==> src/rtl/dma_xfer_sequencer_if.sv <==
// dma_xfer_sequencer_if: pin-level bundle between the DMA sequencer, the system bus and the address/count datapath.
// Latency: none, wires only.
// Backpressure: none here; the sequencer paces itself on hlda, dreq and eop_n_in.
interface dma_xfer_sequencer_if #(
  parameter int NUM_CH = 4,
  parameter int CNT_W  = 16
);
  localparam int CH_W = $clog2(NUM_CH);

  // Requests and per-channel setup
  logic [NUM_CH-1:0]   dreq;
  logic [NUM_CH-1:0]   ch_mask;
  logic                rot_pri;
  logic                ext_write;
  logic [2*NUM_CH-1:0] xfer_type;
  logic [2*NUM_CH-1:0] xfer_mode;
  logic [NUM_CH-1:0]   autoinit;

  // Count programming
  logic                cfg_we;
  logic [CH_W-1:0]     cfg_ch;
  logic [CNT_W-1:0]    cfg_count;

  // Bus handshake and datapath hints
  logic                upper_chg;
  logic                hlda;
  logic                eop_n_in;

  // Sequencer outputs
  logic                hrq;
  logic                aen;
  logic                adstb;
  logic [NUM_CH-1:0]   dack;
  logic                ior_n;
  logic                iow_n;
  logic                memr_n;
  logic                memw_n;
  logic                eop_n_out;
  logic                addr_step;
  logic [CH_W-1:0]     act_ch;
  logic [NUM_CH-1:0]   tc_status;

  // Sequencer side
  modport master (
    input  dreq, ch_mask, rot_pri, ext_write, xfer_type, xfer_mode, autoinit,
    input  cfg_we, cfg_ch, cfg_count, upper_chg, hlda, eop_n_in,
    output hrq, aen, adstb, dack, ior_n, iow_n, memr_n, memw_n,
    output eop_n_out, addr_step, act_ch, tc_status
  );

  // Bus / datapath side
  modport slave (
    output dreq, ch_mask, rot_pri, ext_write, xfer_type, xfer_mode, autoinit,
    output cfg_we, cfg_ch, cfg_count, upper_chg, hlda, eop_n_in,
    input  hrq, aen, adstb, dack, ior_n, iow_n, memr_n, memw_n,
    input  eop_n_out, addr_step, act_ch, tc_status
  );
endinterface

==> src/rtl/dma_xfer_sequencer.sv <==
// dma_xfer_sequencer: N-channel 8237-style DMA cycle sequencer (SI,S0..S4) with arbitration and word counters.
// Latency: hrq one cycle after a valid request; each transfer is [S1],S2,S3,S4 (S2,S4 when compressed).
// Backpressure: holds in S0 until hlda; demand bursts pause when dreq drops; eop_n_in aborts to SI.
// Build option: define COMPRESSED_TIMING_EN to remove S3 and assert read and write strobes together in S2.
module dma_xfer_sequencer #(
  parameter int NUM_CH = 4,
  parameter int CNT_W  = 16
) (
  input logic                  CLK,
  input logic                  RESET_N,
  dma_xfer_sequencer_if.master bus
);

  localparam int CH_W = $clog2(NUM_CH);

  typedef enum logic [2:0] {SI, S0, S1, S2, S3, S4} state_t;

  state_t state;
  state_t nextState;
  state_t burstState;

  logic [CNT_W-1:0]  baseCnt [NUM_CH];
  logic [CNT_W-1:0]  curCnt  [NUM_CH];
  logic [NUM_CH-1:0] tcFlags;

  logic [CH_W-1:0]   actCh;
  logic [CH_W-1:0]   priPtr;
  logic [CH_W-1:0]   winCh;
  logic [CH_W-1:0]   cand;
  logic [NUM_CH-1:0] validReq;
  logic [NUM_CH-1:0] chOneHot;
  logic [1:0]        actType;
  logic [1:0]        actMode;
  logic              isRead;
  logic              isWrite;
  logic              isTc;
  logic              eopIn;
  logic              busNext;
  logic              rdNext;
  logic              wrNext;

  logic              hrqR;
  logic              aenR;
  logic              adstbR;
  logic [NUM_CH-1:0] dackR;
  logic              iorR;
  logic              iowR;
  logic              memrR;
  logic              memwR;
  logic              eopOutR;
  logic              stepR;

  assign validReq   = bus.dreq & ~bus.ch_mask;
  assign actType    = bus.xfer_type[{actCh, 1'b0} +: 2];
  assign actMode    = bus.xfer_mode[{actCh, 1'b0} +: 2];
  // Type 11 is treated as verify: neither direction drives strobes.
  assign isRead     = (actType == 2'b10);
  assign isWrite    = (actType == 2'b01);
  assign isTc       = (curCnt[actCh] == '0);
  assign eopIn      = ~bus.eop_n_in;
  assign chOneHot   = NUM_CH'(1) << actCh;
  // Re-run S1 only when the upper address byte must be re-strobed.
  assign burstState = bus.upper_chg ? S1 : S2;

  // Pick the first unmasked requester, scanning from ch0 (fixed) or from the rotation pointer.
  always_comb begin
    winCh = '0;
    cand  = '0;
    for (int i = NUM_CH - 1; i >= 0; i--) begin
      cand = bus.rot_pri ? CH_W'((int'(priPtr) + i) % NUM_CH) : CH_W'(i);
      if (validReq[cand]) winCh = cand;
    end
  end

  // Next-state decode for the S0..S4 bus-cycle sequence.
  always_comb begin
    nextState = state;
    case (state)
      SI: if (|validReq) nextState = S0;
      S0: begin
        if (!(|validReq)) nextState = SI;
        else if (bus.hlda) nextState = S1;
      end
      S1: nextState = eopIn ? SI : S2;
`ifdef COMPRESSED_TIMING_EN
      S2: nextState = eopIn ? SI : S4;
`else
      S2: nextState = eopIn ? SI : S3;
`endif
      S3: nextState = eopIn ? SI : S4;
      S4: begin
        if (isTc || eopIn) begin
          nextState = SI;
        end else begin
          case (actMode)
            2'b10:   nextState = burstState;
            2'b00:   nextState = bus.dreq[actCh] ? burstState : SI;
            default: nextState = SI;
          endcase
        end
      end
      default: nextState = SI;
    endcase
  end

  // Strobe windows for the state being entered.
  always_comb begin
    busNext = (nextState inside {S1, S2, S3, S4});
    rdNext  = (nextState inside {S2, S3, S4});
`ifdef COMPRESSED_TIMING_EN
    wrNext  = rdNext;
`else
    wrNext  = (nextState inside {S3, S4}) || ((nextState == S2) && bus.ext_write);
`endif
  end

  // State register plus pin outputs decoded from the next state, so every pin comes straight from a flop.
  always_ff @(posedge CLK or negedge RESET_N) begin
    if (!RESET_N) begin
      state   <= SI;
      actCh   <= '0;
      priPtr  <= '0;
      hrqR    <= 1'b0;
      aenR    <= 1'b0;
      adstbR  <= 1'b0;
      dackR   <= '0;
      iorR    <= 1'b1;
      iowR    <= 1'b1;
      memrR   <= 1'b1;
      memwR   <= 1'b1;
      eopOutR <= 1'b1;
      stepR   <= 1'b0;
    end else begin
      state <= nextState;
      if (state == SI && nextState == S0) actCh <= winCh;
      // Rotation moves past a channel once its grant ends, however it ended.
      if (bus.rot_pri && (state inside {S1, S2, S3, S4}) && nextState == SI)
        priPtr <= (actCh == CH_W'(NUM_CH - 1)) ? '0 : actCh + 1'b1;
      hrqR    <= (nextState != SI);
      aenR    <= busNext;
      adstbR  <= (nextState == S1);
      dackR   <= busNext ? chOneHot : '0;
      memrR   <= ~(rdNext & isRead);
      iorR    <= ~(rdNext & isWrite);
      iowR    <= ~(wrNext & isRead);
      memwR   <= ~(wrNext & isWrite);
      stepR   <= (nextState == S4);
      eopOutR <= ~((nextState == S4) && isTc);
    end
  end

  // Per-channel base/current counts and sticky TC flags; a config write beats a same-cycle decrement.
  always_ff @(posedge CLK or negedge RESET_N) begin
    if (!RESET_N) begin
      for (int i = 0; i < NUM_CH; i++) begin
        baseCnt[i] <= '0;
        curCnt[i]  <= '0;
      end
      tcFlags <= '0;
    end else begin
      for (int i = 0; i < NUM_CH; i++) begin
        if (bus.cfg_we && bus.cfg_ch == CH_W'(i)) begin
          baseCnt[i] <= bus.cfg_count;
          curCnt[i]  <= bus.cfg_count;
          tcFlags[i] <= 1'b0;
        end else if (state == S4 && actCh == CH_W'(i)) begin
          if (curCnt[i] == '0) begin
            tcFlags[i] <= 1'b1;
            curCnt[i]  <= bus.autoinit[i] ? baseCnt[i] : '1;
          end else begin
            curCnt[i] <= curCnt[i] - 1'b1;
          end
        end
      end
    end
  end

  assign bus.hrq       = hrqR;
  assign bus.aen       = aenR;
  assign bus.adstb     = adstbR;
  assign bus.dack      = dackR;
  assign bus.ior_n     = iorR;
  assign bus.iow_n     = iowR;
  assign bus.memr_n    = memrR;
  assign bus.memw_n    = memwR;
  assign bus.eop_n_out = eopOutR;
  assign bus.addr_step = stepR;
  assign bus.act_ch    = actCh;
  assign bus.tc_status = tcFlags;

endmodule

==> src/flat_wrapper.sv <==
// flat-port wrapper written by rule: the top's interface ports become plain ports
module dma_xfer_sequencer_flat 
#(
  parameter int NUM_CH = 4,
  parameter int CNT_W  = 16
)
  (CLK, RESET_N, bus_dreq, bus_ch_mask, bus_rot_pri, bus_ext_write, bus_xfer_type, bus_xfer_mode, bus_autoinit, bus_cfg_we, bus_cfg_ch, bus_cfg_count, bus_upper_chg, bus_hlda, bus_eop_n_in, bus_hrq, bus_aen, bus_adstb, bus_dack, bus_ior_n, bus_iow_n, bus_memr_n, bus_memw_n, bus_eop_n_out, bus_addr_step, bus_act_ch, bus_tc_status);
  dma_xfer_sequencer_if #(.NUM_CH(NUM_CH), .CNT_W(CNT_W)) bus_i ();
  input logic CLK;
  input logic RESET_N;
  input wire logic [$bits(bus_i.dreq)-1:0] bus_dreq;
  input wire logic [$bits(bus_i.ch_mask)-1:0] bus_ch_mask;
  input wire logic [$bits(bus_i.rot_pri)-1:0] bus_rot_pri;
  input wire logic [$bits(bus_i.ext_write)-1:0] bus_ext_write;
  input wire logic [$bits(bus_i.xfer_type)-1:0] bus_xfer_type;
  input wire logic [$bits(bus_i.xfer_mode)-1:0] bus_xfer_mode;
  input wire logic [$bits(bus_i.autoinit)-1:0] bus_autoinit;
  input wire logic [$bits(bus_i.cfg_we)-1:0] bus_cfg_we;
  input wire logic [$bits(bus_i.cfg_ch)-1:0] bus_cfg_ch;
  input wire logic [$bits(bus_i.cfg_count)-1:0] bus_cfg_count;
  input wire logic [$bits(bus_i.upper_chg)-1:0] bus_upper_chg;
  input wire logic [$bits(bus_i.hlda)-1:0] bus_hlda;
  input wire logic [$bits(bus_i.eop_n_in)-1:0] bus_eop_n_in;
  output wire logic [$bits(bus_i.hrq)-1:0] bus_hrq;
  output wire logic [$bits(bus_i.aen)-1:0] bus_aen;
  output wire logic [$bits(bus_i.adstb)-1:0] bus_adstb;
  output wire logic [$bits(bus_i.dack)-1:0] bus_dack;
  output wire logic [$bits(bus_i.ior_n)-1:0] bus_ior_n;
  output wire logic [$bits(bus_i.iow_n)-1:0] bus_iow_n;
  output wire logic [$bits(bus_i.memr_n)-1:0] bus_memr_n;
  output wire logic [$bits(bus_i.memw_n)-1:0] bus_memw_n;
  output wire logic [$bits(bus_i.eop_n_out)-1:0] bus_eop_n_out;
  output wire logic [$bits(bus_i.addr_step)-1:0] bus_addr_step;
  output wire logic [$bits(bus_i.act_ch)-1:0] bus_act_ch;
  output wire logic [$bits(bus_i.tc_status)-1:0] bus_tc_status;
  assign bus_i.dreq = bus_dreq;
  assign bus_i.ch_mask = bus_ch_mask;
  assign bus_i.rot_pri = bus_rot_pri;
  assign bus_i.ext_write = bus_ext_write;
  assign bus_i.xfer_type = bus_xfer_type;
  assign bus_i.xfer_mode = bus_xfer_mode;
  assign bus_i.autoinit = bus_autoinit;
  assign bus_i.cfg_we = bus_cfg_we;
  assign bus_i.cfg_ch = bus_cfg_ch;
  assign bus_i.cfg_count = bus_cfg_count;
  assign bus_i.upper_chg = bus_upper_chg;
  assign bus_i.hlda = bus_hlda;
  assign bus_i.eop_n_in = bus_eop_n_in;
  assign bus_hrq = bus_i.hrq;
  assign bus_aen = bus_i.aen;
  assign bus_adstb = bus_i.adstb;
  assign bus_dack = bus_i.dack;
  assign bus_ior_n = bus_i.ior_n;
  assign bus_iow_n = bus_i.iow_n;
  assign bus_memr_n = bus_i.memr_n;
  assign bus_memw_n = bus_i.memw_n;
  assign bus_eop_n_out = bus_i.eop_n_out;
  assign bus_addr_step = bus_i.addr_step;
  assign bus_act_ch = bus_i.act_ch;
  assign bus_tc_status = bus_i.tc_status;
  dma_xfer_sequencer #(.NUM_CH(NUM_CH), .CNT_W(CNT_W)) u_core (.CLK(CLK), .RESET_N(RESET_N), .bus(bus_i));
endmodule
==> config.mk <==
export PLATFORM = sky130hd
export DESIGN_NAME = dma_xfer_sequencer_flat
export DESIGN_NICKNAME = d
export VERILOG_FILES = /design/src/rtl/dma_xfer_sequencer_if.sv /design/src/rtl/dma_xfer_sequencer.sv /design/src/flat_wrapper.sv
export SDC_FILE = /design/constraint.sdc
export NUM_CORES = 1
export LEC_CHECK = 0
export CAP_MARGIN = 20
export CORE_MARGIN = 5
export CORE_UTILIZATION = 45
export CTS_CLUSTER_DIAMETER = 60
export DETAILED_ROUTE_END_ITERATION = 16
export GPL_TIMING_DRIVEN = 0
export PLACE_DENSITY = 0.73
export SYNTH_ARGS = -nofsm -noshare
export SYNTH_HDL_FRONTEND = slang
export SYNTH_SLANG_ARGS = --single-unit
==> constraint.sdc <==
create_clock -name CLK -period 3.6 [get_ports CLK]
set_input_delay 0.72 -clock CLK [delete_from_list [all_inputs] [get_ports CLK]]
set_output_delay 0.72 -clock CLK [all_outputs]
set_load 0.01 [all_outputs]
After elaboration in Yosys (flattened, before gate mapping)
Cells that the tools add are included.
{"block": "classes", "n_addsub": 8, "magnitude_cmp": 6, "eq_ne": 19, "n_shift": 3, "mux": 62, "bitwise": 13, "n_reduce_logical": 43}
{"operator": "16-bit 2-to-1 mux", "count": 18}
{"operator": "16-bit logical NOT", "count": 5}
{"operator": "16-bit by 1-bit subtractor with 16-bit output (second input constant)", "count": 4}
{"operator": "16-bit binary-select mux with 2-bit select", "count": 1}
{"operator": "3-bit 2-to-1 mux", "count": 7}
{"operator": "2-bit 2-to-1 mux", "count": 10}
{"operator": "1-bit 2-to-1 mux", "count": 18}
{"operator": "3-bit case mux with 6 select lines", "count": 1}
{"operator": "2-bit nonzero test", "count": 9}
{"operator": "8-bit by 4-bit indexed part select with 2-bit output", "count": 2}
{"operator": "2-bit by 3-bit < comparator with 1-bit output (second input constant)", "count": 5}
{"operator": "1-bit logical AND", "count": 13}
{"operator": "2-bit == test (second input constant)", "count": 6}
{"operator": "3-bit by 2-bit == test with 1-bit output (second input constant)", "count": 4}
{"operator": "3-bit == test (second input constant)", "count": 4}
{"operator": "1-bit binary-select mux with 2-bit select", "count": 5}
{"operator": "2-bit AND reduction", "count": 4}
{"operator": "4-bit nonzero test", "count": 2}
{"operator": "2-bit by 1-bit == test with 1-bit output (second input constant)", "count": 3}
{"operator": "3-bit by 1-bit == test with 1-bit output (second input constant)", "count": 2}
{"operator": "2-bit logical NOT", "count": 3}
{"operator": "3-bit logical NOT", "count": 2}
{"operator": "1-bit inverter", "count": 6}
{"operator": "3-bit case mux with 2 select lines", "count": 1}
{"operator": "other kinds (12)", "count": 19}
{"block": "word_totals", "register_bits": 152, "input_bits": 54, "out_inout_bits": 19, "word_cells": 179}

Longest topological paths before layout
Gate-level depths: netlist of run 1.
{"block": "depth", "depth_word": 13, "depth_mapped": 9, "mapped_depth_nobuf": 8}

Worst setup path after synthesis of run 1
No wires, ideal clock.
{"block": "synth_timing", "path_type": "reg-to-reg", "from": "register u_core.curCnt[24] (netlist name)", "to": "register u_core.priPtr[0]", "t_arrival_ns": 2.334, "path_slack_ns": 1.141, "stages_incl_launch_ff": 7, "synth_period_minus_slack_ns": 2.459, "path_cell_list": "dfrtp_1 > or4_4 > or4b_4 > o221ai_2 > o31ai_1 > a21oi_2 > mux2_2"}
{"block": "synth_between", "elab_chain_len": 9}
{"element": "start, declared", "line_no": "dma_xfer_sequencer.sv:23", "source": "logic [CNT_W-1:0] curCnt [NUM_CH];"}
{"element": "start signal, assigned by index", "line_no": "dma_xfer_sequencer.sv:164", "source": "curCnt[i] <= bus.cfg_count;"}
{"element": "start signal, assigned by index", "line_no": "dma_xfer_sequencer.sv:169", "source": "curCnt[i] <= bus.autoinit[i] ? baseCnt[i] : '1;"}
{"element": "start signal, assigned by index", "line_no": "dma_xfer_sequencer.sv:171", "source": "curCnt[i] <= curCnt[i] - 1'b1;"}
{"element": "16-bit binary-select mux with 2-bit select", "line_no": "dma_xfer_sequencer.sv:59", "source": "assign isTc = (curCnt[actCh] == '0);"}
{"element": "16-bit 2-to-1 mux (not written as such) (2 in series)", "line_no": "dma_xfer_sequencer.sv:59"}
{"element": "16-bit logical NOT", "line_no": "dma_xfer_sequencer.sv:59"}
{"element": "1-bit logical OR", "line_no": "dma_xfer_sequencer.sv:92", "source": "if (isTc || eopIn) begin"}
{"element": "3-bit 2-to-1 mux", "line_no": "dma_xfer_sequencer.sv:92"}
{"element": "3-bit case mux with 6 select lines", "line_no": "dma_xfer_sequencer.sv:78", "source": "case (state)"}
{"element": "3-bit logical NOT", "line_no": "dma_xfer_sequencer.sv:137", "source": "if (bus.rot_pri && (state inside {S1, S2, S3, S4}) && nextState == SI)"}
{"element": "1-bit logical AND", "line_no": "dma_xfer_sequencer.sv:137"}
{"element": "end signal, assigned", "line_no": "dma_xfer_sequencer.sv:138", "source": "priPtr <= (actCh == CH_W'(NUM_CH - 1)) ? '0 : actCh + 1'b1;"}
{"element": "end, declared", "line_no": "dma_xfer_sequencer.sv:27", "source": "logic [CH_W-1:0] priPtr;"}
No other way between the ends. The select of a mux whose other input is x is not followed.
A chain may end at the register's enable or synchronous reset.

Worst setup path in the final report of run 1
{"block": "layout_timing", "from": "register u_core.actCh[0], in the netlist u_core.bus.act_ch[0]", "to": "register u_core.curCnt[30] (netlist name)"}
{"block": "layout_between", "elab_chain_len": 3}
{"element": "start, declared", "line_no": "dma_xfer_sequencer.sv:26", "source": "logic [CH_W-1:0] actCh;"}
{"element": "start signal, assigned", "line_no": "dma_xfer_sequencer.sv:135", "source": "if (state == SI && nextState == S0) actCh <= winCh;"}
{"element": "2-bit == test", "line_no": "dma_xfer_sequencer.sv:166", "source": "end else if (state == S4 && actCh == CH_W'(i)) begin"}
{"element": "1-bit logical AND", "line_no": "dma_xfer_sequencer.sv:166"}
{"element": "2-bit nonzero test (no line)"}
No other way between the ends.

==> impl_results.md, run 1 <==
- Combinational share of power: between 20% and 30%
- Full die area: 0.0213 sq mm
- Clock Skew: 0.0122 ns
- Crit. path cell count: 7
- Slew HR: 34.4%
- Final Hold Fails: 0
- Reg-to-reg critical path endpoint: u_core.curCnt[30]$_DFFE_PN0P_
- Clock-pin slew on the worst setup and hold paths: roughly 0.060 ns
- Finished Layout Cells: 1312
- Max_cap viols: 0
- Worst EP arrival: 3.32 ns
- PortBufs: 70
- Clock buffer depth: 2
- CP Capture Type: flop
- Min cycle time layout: 2.97 ns
- Via-to-Cell Ratio: between 6 and 7
- Syn-to-layout area delta: 19.5%
- Hold WC Path Type: input pin to asynchronous set/reset pin
- CTS Hold Buffers Added: 0
- CP peak stage delay: 0.73 ns
- Synth cell types: between 70 and 80
- Mapped cell area: 0.00833 sq mm
- Wire length of the first global-routing pass: 39800 microns
- Lkg Pwr: 4.28 nW
- R2R depth: 7
- RR Startpoint: u_core.bus.act_ch[0]$_DFFE_PN0P_
- Net Switching: 1.79 mW
- Die H: 146 microns
- Top cells by area, synth: dfrtp_1 (44%), nand2_1 (11%), o21ai_0 (3.5%)
- Top-area cell type share of the netlist area: 44.2%
- Main synth FF type: dfrtp_1
- Setup crit end: u_core.curCnt[30]$_DFFE_PN0P_
- Clock latency on the worst-skew pair: 0.44 ns
- Pwr Density: 556 mW/mm^2
- Post-CTS Setup Repair Bufs: 0
- Synthesized Nets: 1047
- DRC errors left: 0
- CP cell instances: clkbuf_1 > inv_1 > ha_1 > nand3_1 > nor2_1 > o21ai_0 > o21ai_0
- Gp weighted congestion: 0.943
- Slowest-stage cell, CP: nor2_1
- Detail Route Antenna Nets: 0
- First-pass detailed-route iteration total: 6
- Startpoint Class: flop
- Detail Placement HPWL: 17000 microns
- Vias in the first global route: 7463
- VDD IR max: 401 uV
- Post-synth ARST share: 100%
- WP data required: 3.95 ns
- GRT Residual Overflow: 0
- Seq cells post-synth: 152
- Sequential element share of the synthesized area: 45.8%
- Core footprint: about 0.018 sq mm
- WL/cell: between 15 and 20 microns
- Synth cell count leaders: nand2_1 (251), dfrtp_1 (147), nor2_1 (64)
- Num CTS Buffers: 17
- Cell taking the most area after synthesis: dfrtp_1
- Setup Crit Path Kind: flop to flop
- CTS sink count: 152
- TNS Setup: 0 ns
- Synth warn: 0
- I/O pin count: 73
- Die X: 146 microns
- Sw Ratio: 32.3%
- Wirelength, routed: 24900 microns
- CTS tree: built
- Internal: 3.74 mW
- Register-to-register setup slack: 0.63 ns
- Syn avg cell area: 8.49 sq um
- Initial Utilization: 46.0%
- Most frequent CP cell: o21ai_0
- Final setup vio count: 0
- RSZ-0062 raised after global routing: false
- Period utilization: between 80% and 90%
- Status: finished clean
- N_diodes: 0
- Tot GR Track Use: 23.2%
- CP bufs+invs: 2
- EDFF count, synth: 0
- Cell with the most instances after synthesis: nand2_1
- 1st-iter DRT viols: 743
- Root cell of the clock tree: clkbuf_16
- Maximum fanout along the worst path: 10
- Via count: 7948
- Clock share of power: 33.2%
- Initial antenna violation count: 0
- Htree depth: 4
- Placed Cells: 1281
- Max Slew Vio Count: 0
- Sequential power share: 42.8%
- Largest net degree at the start of global routing: 79
- CP delay by family, top: simple AND/OR/NAND/NOR gates
- Nets: 1137
- Share of cells above drive strength 1: 6.00%
- Rows: 49
- Worst slew pin tran: 0.982 ns
- CP startpoint: u_core.bus.act_ch[0]$_DFFE_PN0P_
- Max Fclk: about 340 MHz
- Resize count post-CTS: 0
- Mapped Cells: 981
- # fillers: between 1500 and 2000
==> power by group through the flow <==
| stage | combinational (mW) | clock (mW) | sequential, mW |
|---|---|---|---|
| final | 1.33 | 1.83 | 2.37 |
| after global routing | 1.48 | 1.94 | 2.41 |
| after CTS | 1.33 | 1.86 | 2.36 |
| after detailed placement | 1.32 | 0 | 2.38 |
| after global placement | 1.28 | 0 | 2.38 |
| after floorplan | 0.870 | 0 | 2.32 |
==> worst min path at each step <==
stage                                         from                              to  slack [ns]  cells past startpoint
floorplan                                  RESET_N   u_core.baseCnt[0]$_DFFE_PN0P_        0.42                      0
global placement    u_core.baseCnt[10]$_DFFE_PN0P_  u_core.baseCnt[10]$_DFFE_PN0P_        0.45                      2
detailed placement  u_core.baseCnt[10]$_DFFE_PN0P_  u_core.baseCnt[10]$_DFFE_PN0P_        0.46                      2
CTS                                        RESET_N    u_core.curCnt[2]$_DFFE_PN0P_        0.34                      1
global route                               RESET_N    u_core.curCnt[2]$_DFFE_PN0P_        0.36                      1
finish                                     RESET_N    u_core.curCnt[2]$_DFFE_PN0P_        0.31                      1
==> per-layer routing <==
metal  vias up  part of all wire, %  wire (microns)  global-route usage (%)
met3        49                  8.4            2090                    5.36
met4         0                  2.3             578                    8.23
met5         -                    0               0                       0
met1      3810                   45           11200                    32.8
met2       390                   44           11000                    35.2
li1       3699                    -               -                       -
==> cell usage in the layout (no fill, tap or decap), types with 10 or more instances in the layout <==
cell type        Yosys  routed
nand2_1            251     251
dfrtp_1            147     147
clkdlybuf4s50_1      0      69
nor2_1              64      64
o21ai_0             58      58
clkbuf_1            47      47
a21oi_1             47      47
nand3_1             43      43
inv_1               22      22
nor3_1              20      20
clkbuf_16            0      17
or3_1               16      16
a31oi_1             15      15
nor4_1              14      14
a22oi_1             14      14
o31ai_1             13      13
o311ai_0            13      13
ha_1                12      12
xor2_1              11      11
and3_1              10      10
==> sequential cells by signal, summed over array words and instances, names as in the netlist <==
name,cells
u_core.bus.memr_n,1
u_core.curCnt,64
u_core.bus.ior_n,1
u_core.bus.adstb,1
u_core.bus.hrq,1
u_core.bus.memw_n,1
u_core.state,3
u_core.bus.iow_n,1
u_core.bus.dack,4
u_core.priPtr,2
u_core.baseCnt,64
u_core.bus.tc_status,4
u_core.bus.act_ch,2
u_core.bus.addr_step,1
u_core.bus.eop_n_out,1
u_core.bus.aen,1
==> per-stage QoR <==
| stage | hold WS [ns] | area (sq um) | utilization [%] | setup WS, ns | power [mW] |
|---|---|---|---|---|---|
| 6_report | 0.307 | 9950 | 55.0 | 0.631 | 5.53 |
| 5_1_grt | 0.365 | 9950 | 55.0 | 0.487 | 5.83 |
| 4_1_cts | 0.344 | 9950 | 55.0 | 0.695 | 5.54 |
| 3_5_place_dp | 0.459 | 9340 | 51.7 | 0.673 | 3.69 |
| 3_3_place_gp | 0.453 | 9310 | 51.5 | -4.54 | 3.66 |
| 2_1_floorplan | 0.424 | 8330 | - | 1.14 | 3.19 |
==> cell families after synthesis <==
kind of cell	after synthesis	synth area share (%)
flops	152	45.8
simple gates	475	26.1
xor+xnor	20	2.10
fa+ha+maj	12	1.80
buf+inv	75	3.68
compound gates	241	19.5
mux	6	1.05
==> layout make-up <==
class / count / area, sq um / area share, %
well taps: 229 / 287 / 2.88
inverters: 22 / 82.6 / 0.830
repair buffers: 71 / 729 / 7.33
clock buffers: 19 / 453 / 4.55
flip-flops and latches: 152 / 3810 / 38.3
clock inverters: 12 / 151 / 1.52
multi-input cells: 754 / 4210 / 42.3
plain buffers: 53 / 224 / 2.25
No activity file was read; power rests on OpenSTA's default activity.
==> run 2: changes to the inputs <==
--- a/config.mk
+++ b/config.mk
@@ -11,7 +11,7 @@
 export CTS_CLUSTER_DIAMETER = 60
 export DETAILED_ROUTE_END_ITERATION = 16
 export GPL_TIMING_DRIVEN = 0
-export PLACE_DENSITY = 0.73
+export PLACE_DENSITY = 0.75
 export SYNTH_ARGS = -nofsm -noshare
 export SYNTH_HDL_FRONTEND = slang
 export SYNTH_SLANG_ARGS = --single-unit
==> constraint.sdc (replaced) <==
create_clock -name CLK -period 2.5 [get_ports CLK]
set_input_delay 0.5 -clock CLK [delete_from_list [all_inputs] [get_ports CLK]]
set_output_delay 0.5 -clock CLK [all_outputs]
set_load 0.01 [all_outputs]
==> run 2 against run 1 <==
Effect of this change:
- the run now ends with setup timing left
- final cell count rose by 0.99%
- via count rose by 1.3%
- wire length rose by 2.6%
- critical path depth fell by 1
- combinational power rose by 56%
- core utilization rose by 2.3 points
- first-iteration DRC count fell by 2.3%
- worst hold slack got worse by 0.23 ns
- maximum frequency rose by 16%
- power rose by 47%
- flip-flop and latch count did not move
- largest cell class unchanged
==> impl_results.md, run 2 (synthesized netlist as in run 1, its figures left out) <==
- Die H: 146 microns (unchanged)
- Tot GR Track Use: 23.7% (was 23.2%)
- Full die area: 0.0213 sq mm (unchanged)
- Slew HR: 35.3% (was 34.4%)
- Max Fclk: 389 MHz (was 337 MHz)
- Vias in the first global route: 7692 (was 7463)
- DRC errors left: 0 (unchanged)
- Placed inst area: 0.00934 sq mm (unchanged)
- Clock latency on the worst-skew pair: 0.44 ns (about the same)
- Pwr Density: 787 mW/mm^2 (was 556 mW/mm^2)
- Share of cells above drive strength 1: 10.4% (was 6.00%)
- Gp weighted congestion: 0.928 (was 0.943)
- VDD IR max: 578 uV (was 401 uV)
- Max_cap viols: 0 (unchanged)
- Via-to-Cell Ratio: 6.08 (was 6.06)
- Clock share of power: 32.2% (was 33.2%)
- Internal: 5.40 mW (was 3.74 mW)
- Initial antenna violation count: 0 (unchanged)
- Final Hold Fails: 0 (unchanged)
- Core footprint: 0.0181 sq mm (unchanged)
- Sequential power share: 42.3% (was 42.8%)
- Detail Route Antenna Nets: 0 (unchanged)
- N_diodes: 0 (unchanged)
- Wire length of the first global-routing pass: 40900 microns (was 39800 microns)
- # fillers: 1629 (was 1677)
- Util after Layout: 57.3% (was 55.0%)
- Largest net degree at the start of global routing: 79 (unchanged)
- Via count: 8052 (was 7948)
- Net Switching: 2.76 mW (was 1.79 mW)
- Rows: 49 (unchanged)
- Most common cell after layout, fill and taps aside: nand2_1 (unchanged)
- Clock Skew: 0.0105 ns (was 0.0122 ns)
- Final setup vio count: 6 (was 0)
- Maximum fanout along the worst path: 3 (was 10)
- Fin worst setup slack: -0.0686 ns (was 0.631 ns)
- Nets: 1149 (was 1137)
- Htree depth: 4 (unchanged)
- Hold WS: 0.0747 ns (was 0.307 ns)
- Violated checks: setup timing
- Status: finished with violations (was finished clean)
- Clock buffer depth: 2 (unchanged)
- GRT Residual Overflow: 0 (unchanged)
- Min cycle time layout: 2.57 ns (was 2.97 ns)
- Finished Layout Cells: 1325 (was 1312)
- Max Slew Vio Count: 0 (unchanged)
- WL/cell: 19.3 microns (was 19.0 microns)
- First-pass detailed-route iteration total: 6 (unchanged)
- Power Total: 8.16 mW (was 5.53 mW)
- I/O pin count: 73 (unchanged)
- Worst EP arrival: 2.88 ns (was 3.32 ns)
- Lkg Pwr: 4.42 nW (was 4.28 nW)
- CTS sink count: 152 (unchanged)
- Design Area, Final: 0.0104 sq mm (was 0.00995 sq mm)
- Initial Utilization: 46.0% (unchanged)
- PortBufs: 70 (unchanged)
- Syn-to-layout area delta: 24.5% (was 19.5%)
- Worst slew pin tran: 0.968 ns (was 0.982 ns)
- Hold WC Path Type: input pin to asynchronous set/reset pin (unchanged)
- Largest registers: u_core.baseCnt (64), u_core.curCnt (64) (unchanged)
- Period utilization: 103% (was 82.5%)
- Detail Placement HPWL: 17000 microns (about the same)
- RSZ-0062 raised after global routing: true (was false)
- 1st-iter DRT viols: 726 (was 743)
- Root cell of the clock tree: clkbuf_16 (unchanged)
- Clock-pin slew on the worst setup and hold paths: 0.06 ns (about the same)
- Setup Crit Path Kind: flop to flop (unchanged)
- CTS tree: built (unchanged)
- WP data required: 2.81 ns (was 3.95 ns)
- Startpoint Class: flop (unchanged)
- Num CTS Buffers: 17 (unchanged)
- Placed Cells: 1281 (unchanged)
- CP Capture Type: flop (unchanged)
- Wirelength, routed: 25500 microns (was 24900 microns)
- CTS Hold Buffers Added: 0 (unchanged)
- Combinational share of power: 25.5% (was 24.0%)
- Most frequent cells in the layout: nand2_1 (251), dfrtp_1 (146), clkdlybuf4s50_1 (69), nor2_1 (60), o21ai_0 (57) (was nand2_1 (251), dfrtp_1 (147), clkdlybuf4s50_1 (69), nor2_1 (64), o21ai_0 (58))
- Die X: 146 microns (unchanged)
- Sw Ratio: 33.8% (was 32.3%)
run 2: final timing paths:
path	slack (ns)	cells past startpoint	end	start
max reg2reg	-0.07	6	u_core.priPtr[1]$_DFFE_PN0P_	u_core.curCnt[22]$_DFFE_PN0P_
max in group asynchronous	1.58	2	u_core.curCnt[26]$_DFFE_PN0P_	RESET_N
min in group CLK	0.37	3	u_core.baseCnt[14]$_DFFE_PN0P_	bus_cfg_count[14]
max	-0.07	6	u_core.priPtr[1]$_DFFE_PN0P_	u_core.curCnt[22]$_DFFE_PN0P_
min reg2reg	0.48	2	u_core.baseCnt[54]$_DFFE_PN0P_	u_core.baseCnt[54]$_DFFE_PN0P_
min	0.07	1	u_core.bus.act_ch[0]$_DFFE_PN0P_	RESET_N
run 2: critical path: stages, from the launching register on:
cell and delay, ns:
dfrtp_2 0.40, or4_4 0.54, or4b_4 0.55, o221ai_4 0.23
o31ai_4 0.14, a21oi_2 0.25, mux2_4 0.33
run 2: cell type report:
| cell class | count | area [sq um] | share of cell area, % |
|---|---|---|---|
| clock inverters | 12 | 138 | 1.33 |
| plain buffers | 52 | 244 | 2.35 |
| clock buffers | 20 | 457 | 4.41 |
| flip-flops and latches | 152 | 3810 | 36.8 |
| inverters | 22 | 82.6 | 0.797 |
| repair buffers | 84 | 862 | 8.32 |
| multi-input cells | 754 | 4480 | 43.3 |
| well taps | 229 | 287 | 2.76 |
run 2: metrics by stage:
step | setup WS, ns | TNS, ns
final | -0.0686 | -0.151
after global routing | -0.195 | -0.921
after CTS | -0.0539 | -0.175
after detailed placement | -0.381 | -10.96
after global placement | -5.31 | -806.00
after floorplan | 0.0412 | 0
run 2: routing by layer:
layer	global-route usage [%]	part of all wire, %	vias up
met2	37.1	46	432
met1	32.5	42	3844
met4	7.90	2.5	0
met5	0	0	-
li1	-	-	3725
met3	5.89	9.9	51
run 2: repair_timing:
action / 4_1_cts / 5_1_grt
cloned: 0 / 2
setup buffers: 7 / 4
endpoints found under the hold margin: 0 / 0
resized for setup: 23 / 51
pin swaps: 10 / 15
setup endpoints to repair: 57 / 58
run 2: power groups by stage:
stage	clock, mW	combinational (mW)	sequential (mW)
after CTS	2.65	2.00	3.40
after detailed placement	0	1.90	3.42
after global routing	2.77	2.31	3.51
final	2.63	2.08	3.45
after global placement	0	1.84	3.42
after floorplan	0	1.25	3.34
==> run 3: changes to the inputs <==
--- a/config.mk
+++ b/config.mk
@@ -7,11 +7,11 @@
 export LEC_CHECK = 0
 export CAP_MARGIN = 20
 export CORE_MARGIN = 5
-export CORE_UTILIZATION = 45
+export CORE_UTILIZATION = 40
 export CTS_CLUSTER_DIAMETER = 60
 export DETAILED_ROUTE_END_ITERATION = 16
 export GPL_TIMING_DRIVEN = 0
-export PLACE_DENSITY = 0.75
+export PLACE_DENSITY = 0.67
 export SYNTH_ARGS = -nofsm -noshare
 export SYNTH_HDL_FRONTEND = slang
 export SYNTH_SLANG_ARGS = --single-unit
==> constraint.sdc (replaced) <==
create_clock -name CLK -period 2.9 [get_ports CLK]
set_input_delay 0.58 -clock CLK [delete_from_list [all_inputs] [get_ports CLK]]
set_output_delay 0.58 -clock CLK [all_outputs]
set_load 0.01 [all_outputs]
==> run 3 against run 2 <==
Effect of this change:
- the flow now finishes without violations
- worst setup slack improved by 0.21 ns
- clock power fell by 12%
- non-clock buffer count fell by 8
- via count fell by 2.5%
- wire length fell by 0.54%
- register-to-register slack improved by 0.21 ns
- count of clock-buffer cells in the layout rose by 3
- highest routed layer is now met5
- global-route usage fell by 2.3 points
- largest cell class unchanged
==> impl_results.md, run 3 (synthesized netlist as in run 1, its figures left out) <==
- Net Switching: 2.21 mW (was 2.76 mW)
- Crit. path cell count: 6 (unchanged)
- WP data required: 3.20 ns (was 2.81 ns)
- Slowest-stage cell, CP: or4b_4 (unchanged)
- Sequential power share: 42.5% (was 42.3%)
- Die H: 154 microns (was 146 microns)
- Clock buffer depth: 2 (unchanged)
- Root cell of the clock tree: clkbuf_16 (unchanged)
- TNS Setup: 0 ns (was -0.151 ns)
- Max Fclk: 363 MHz (was 389 MHz)
- Gp weighted congestion: 0.884 (was 0.928)
- CP bufs+invs: 0 (unchanged)
- CTS sink count: 152 (unchanged)
- Initial antenna violation count: 1 (was 0)
- CP peak stage delay: 0.58 ns (was 0.55 ns)
- First-pass detailed-route iteration total: 5 (was 6)
- Status: finished clean (was finished with violations)
- Clock latency on the worst-skew pair: 0.42 ns (was 0.44 ns)
- VDD IR max: 446 uV (was 578 uV)
- Initial Utilization: 40.9% (was 46.0%)
- RSZ-0062 raised after global routing: false (was true)
- Register-to-register setup slack: 0.14 ns (was -0.07 ns)
- Largest net degree at the start of global routing: 90 (was 79)
- PortBufs: 70 (unchanged)
- Fin worst setup slack: 0.142 ns (was -0.0686 ns)
- Core footprint: 0.0204 sq mm (was 0.0181 sq mm)
- CTS tree: built (unchanged)
- Worst EP arrival: 3.06 ns (was 2.88 ns)
- Maximum fanout along the worst path: 7 (was 3)
- Min cycle time layout: 2.76 ns (was 2.57 ns)
- CTS Hold Buffers Added: 0 (unchanged)
- CP Capture Type: flop (unchanged)
- Pwr Density: 688 mW/mm^2 (was 787 mW/mm^2)
- CP cell instances: nor4_1 > or4b_4 > o221ai_2 > o31ai_1 > a21oi_2 > mux2_2 (was or4_4 > or4b_4 > o221ai_4 > o31ai_4 > a21oi_2 > mux2_4)
- Max Slew Vio Count: 0 (unchanged)
- Slew HR: 44.0% (was 35.3%)
- CP delay by family, top: simple AND/OR/NAND/NOR gates (unchanged)
- I/O pin count: 73 (unchanged)
- RR Startpoint: u_core.curCnt[28]$_DFFE_PN0P_ (was u_core.curCnt[22]$_DFFE_PN0P_)
- Rows: 52 (was 49)
- # fillers: 1959 (was 1629)
- Syn-to-layout area delta: 20.6% (was 24.5%)
- Clock share of power: 33.5% (was 32.2%)
- Die X: 154 microns (was 146 microns)
- Wire length of the first global-routing pass: 40800 microns (was 40900 microns)
- Largest registers: u_core.baseCnt (64), u_core.curCnt (64) (unchanged)
- Clock Skew: 0.00896 ns (was 0.0105 ns)
- N_diodes: 0 (unchanged)
- Most common cell after layout, fill and taps aside: nand2_1 (unchanged)
- Share of cells above drive strength 1: 6.34% (was 10.4%)
- DRC errors left: 0 (unchanged)
- Max_cap viols: 0 (unchanged)
- Final setup vio count: 0 (was 6)
- GRT Residual Overflow: 0 (unchanged)
- Hold WC Path Type: input pin to asynchronous set/reset pin (unchanged)
- Detail Placement HPWL: 17300 microns (was 17000 microns)
- Combinational share of power: 24.0% (was 25.5%)
- Period utilization: 95.1% (was 103%)
- Startpoint Class: flop (unchanged)
- R2R depth: 6 (unchanged)
- Design Area, Final: 0.0100 sq mm (was 0.0104 sq mm)
- Wirelength, routed: 25400 microns (was 25500 microns)
- Reg-to-reg critical path endpoint: u_core.priPtr[1]$_DFFE_PN0P_ (unchanged)
- Clock-pin slew on the worst setup and hold paths: 0.06 ns (about the same)
- Most frequent cells in the layout: nand2_1 (251), dfrtp_1 (147), clkdlybuf4s50_1 (69), nor2_1 (63), o21ai_0 (58) (was nand2_1 (251), dfrtp_1 (146), clkdlybuf4s50_1 (69), nor2_1 (60), o21ai_0 (57))
- Via-to-Cell Ratio: 5.78 (was 6.08)
- Setup Crit Path Kind: flop to flop (unchanged)
- Sw Ratio: 32.1% (was 33.8%)
- Nets: 1141 (was 1149)
- Full die area: 0.0238 sq mm (was 0.0213 sq mm)
- Detail Route Antenna Nets: 0 (unchanged)
- Tot GR Track Use: 21.4% (was 23.7%)
- 1st-iter DRT viols: 788 (was 726)
- Vias in the first global route: 7462 (was 7692)
- Htree depth: 4 (unchanged)
- Place WS: -0.0475 ns (was -0.381 ns)
- Placed inst area: 0.00939 sq mm (was 0.00934 sq mm)
- Num CTS Buffers: 17 (unchanged)
- Via count: 7852 (was 8052)
- Final Hold Fails: 0 (unchanged)
- Worst slew pin tran: 0.838 ns (was 0.968 ns)
- WL/cell: 18.7 microns (was 19.3 microns)
- Internal: 4.69 mW (was 5.40 mW)
- Lkg Pwr: 4.32 nW (was 4.42 nW)
## run 3: metal layers
| layer | track usage (%) | part of all wire, % | up-vias |
|---|---|---|---|
| li1 | - | - | 3701 |
| met3 | 5.53 | 8.3 | 43 |
| met5 | 0 | 0.039 | - |
| met1 | 30.8 | 46 | 3779 |
| met2 | 32.2 | 44 | 327 |
| met4 | 5.85 | 2.1 | 2 |
## run 3: worst max path at each step
stage | slack, ns | end | startpoint
2_1_floorplan | 0.44 | u_core.priPtr[0]$_DFFE_PN0P_ | u_core.curCnt[24]$_DFFE_PN0P_
3_3_place_gp | -5.12 | u_core.baseCnt[28]$_DFFE_PN0P_ | RESET_N
3_5_place_dp | -0.05 | u_core.curCnt[56]$_DFFE_PN0P_ | u_core.bus.act_ch[0]$_DFFE_PN0P_
4_1_cts | 0.1 | u_core.curCnt[10]$_DFFE_PN0P_ | u_core.curCnt[10]$_DFFE_PN0P_
5_1_grt | 0.01 | u_core.curCnt[62]$_DFFE_PN0P_ | u_core.curCnt[59]$_DFFE_PN0P_
6_report | 0.14 | u_core.priPtr[1]$_DFFE_PN0P_ | u_core.curCnt[28]$_DFFE_PN0P_
## run 3: through the flow
step	total power, mW	hold WS [ns]	std cells	utilization, %
after floorplan	3.96	0.284	981	-
after global placement	4.55	0.455	1321	46.0
after detailed placement	4.59	0.458	1322	46.1
after CTS	6.94	0.166	1354	49.2
after global routing	7.32	0.196	1358	49.3
final	6.91	0.134	1358	49.3
## run 3: layout make-up
class                   count  area [sq um]  area share, %
multi-input cells         754          4210           42.0
well taps                 270           338           3.36
plain buffers              53           225           2.24
inverters                  22          82.6          0.822
clock buffers              23           478           4.76
repair buffers             75           757           7.54
clock inverters             9           138           1.37
flip-flops and latches    152          3810           37.9
## run 3: timing repair
item	CTS	global route
pin swaps	0	1
buffers inserted	0	3
endpoints found under the setup margin	6	8
gates cloned	0	0
gates resized for setup	1	1
## run 3: worst reg2reg max path: cells and delay by family, from the launching register on
family           cells  cell delay (ns)
AO/OA/AOI/OAI        3             0.69
flip-flops           1             0.45
multiplexers         1             0.36
AND/OR/NAND/NOR      2             1.13
## run 3: power by group through the flow
stage,Clock [mW],Sequential (mW),Combinational [mW]
final,2.31,2.94,1.66
after global routing,2.47,2.99,1.86
after CTS,2.36,2.92,1.66
after detailed placement,0,2.95,1.65
after global placement,0,2.95,1.61
after floorplan,0,2.88,1.08
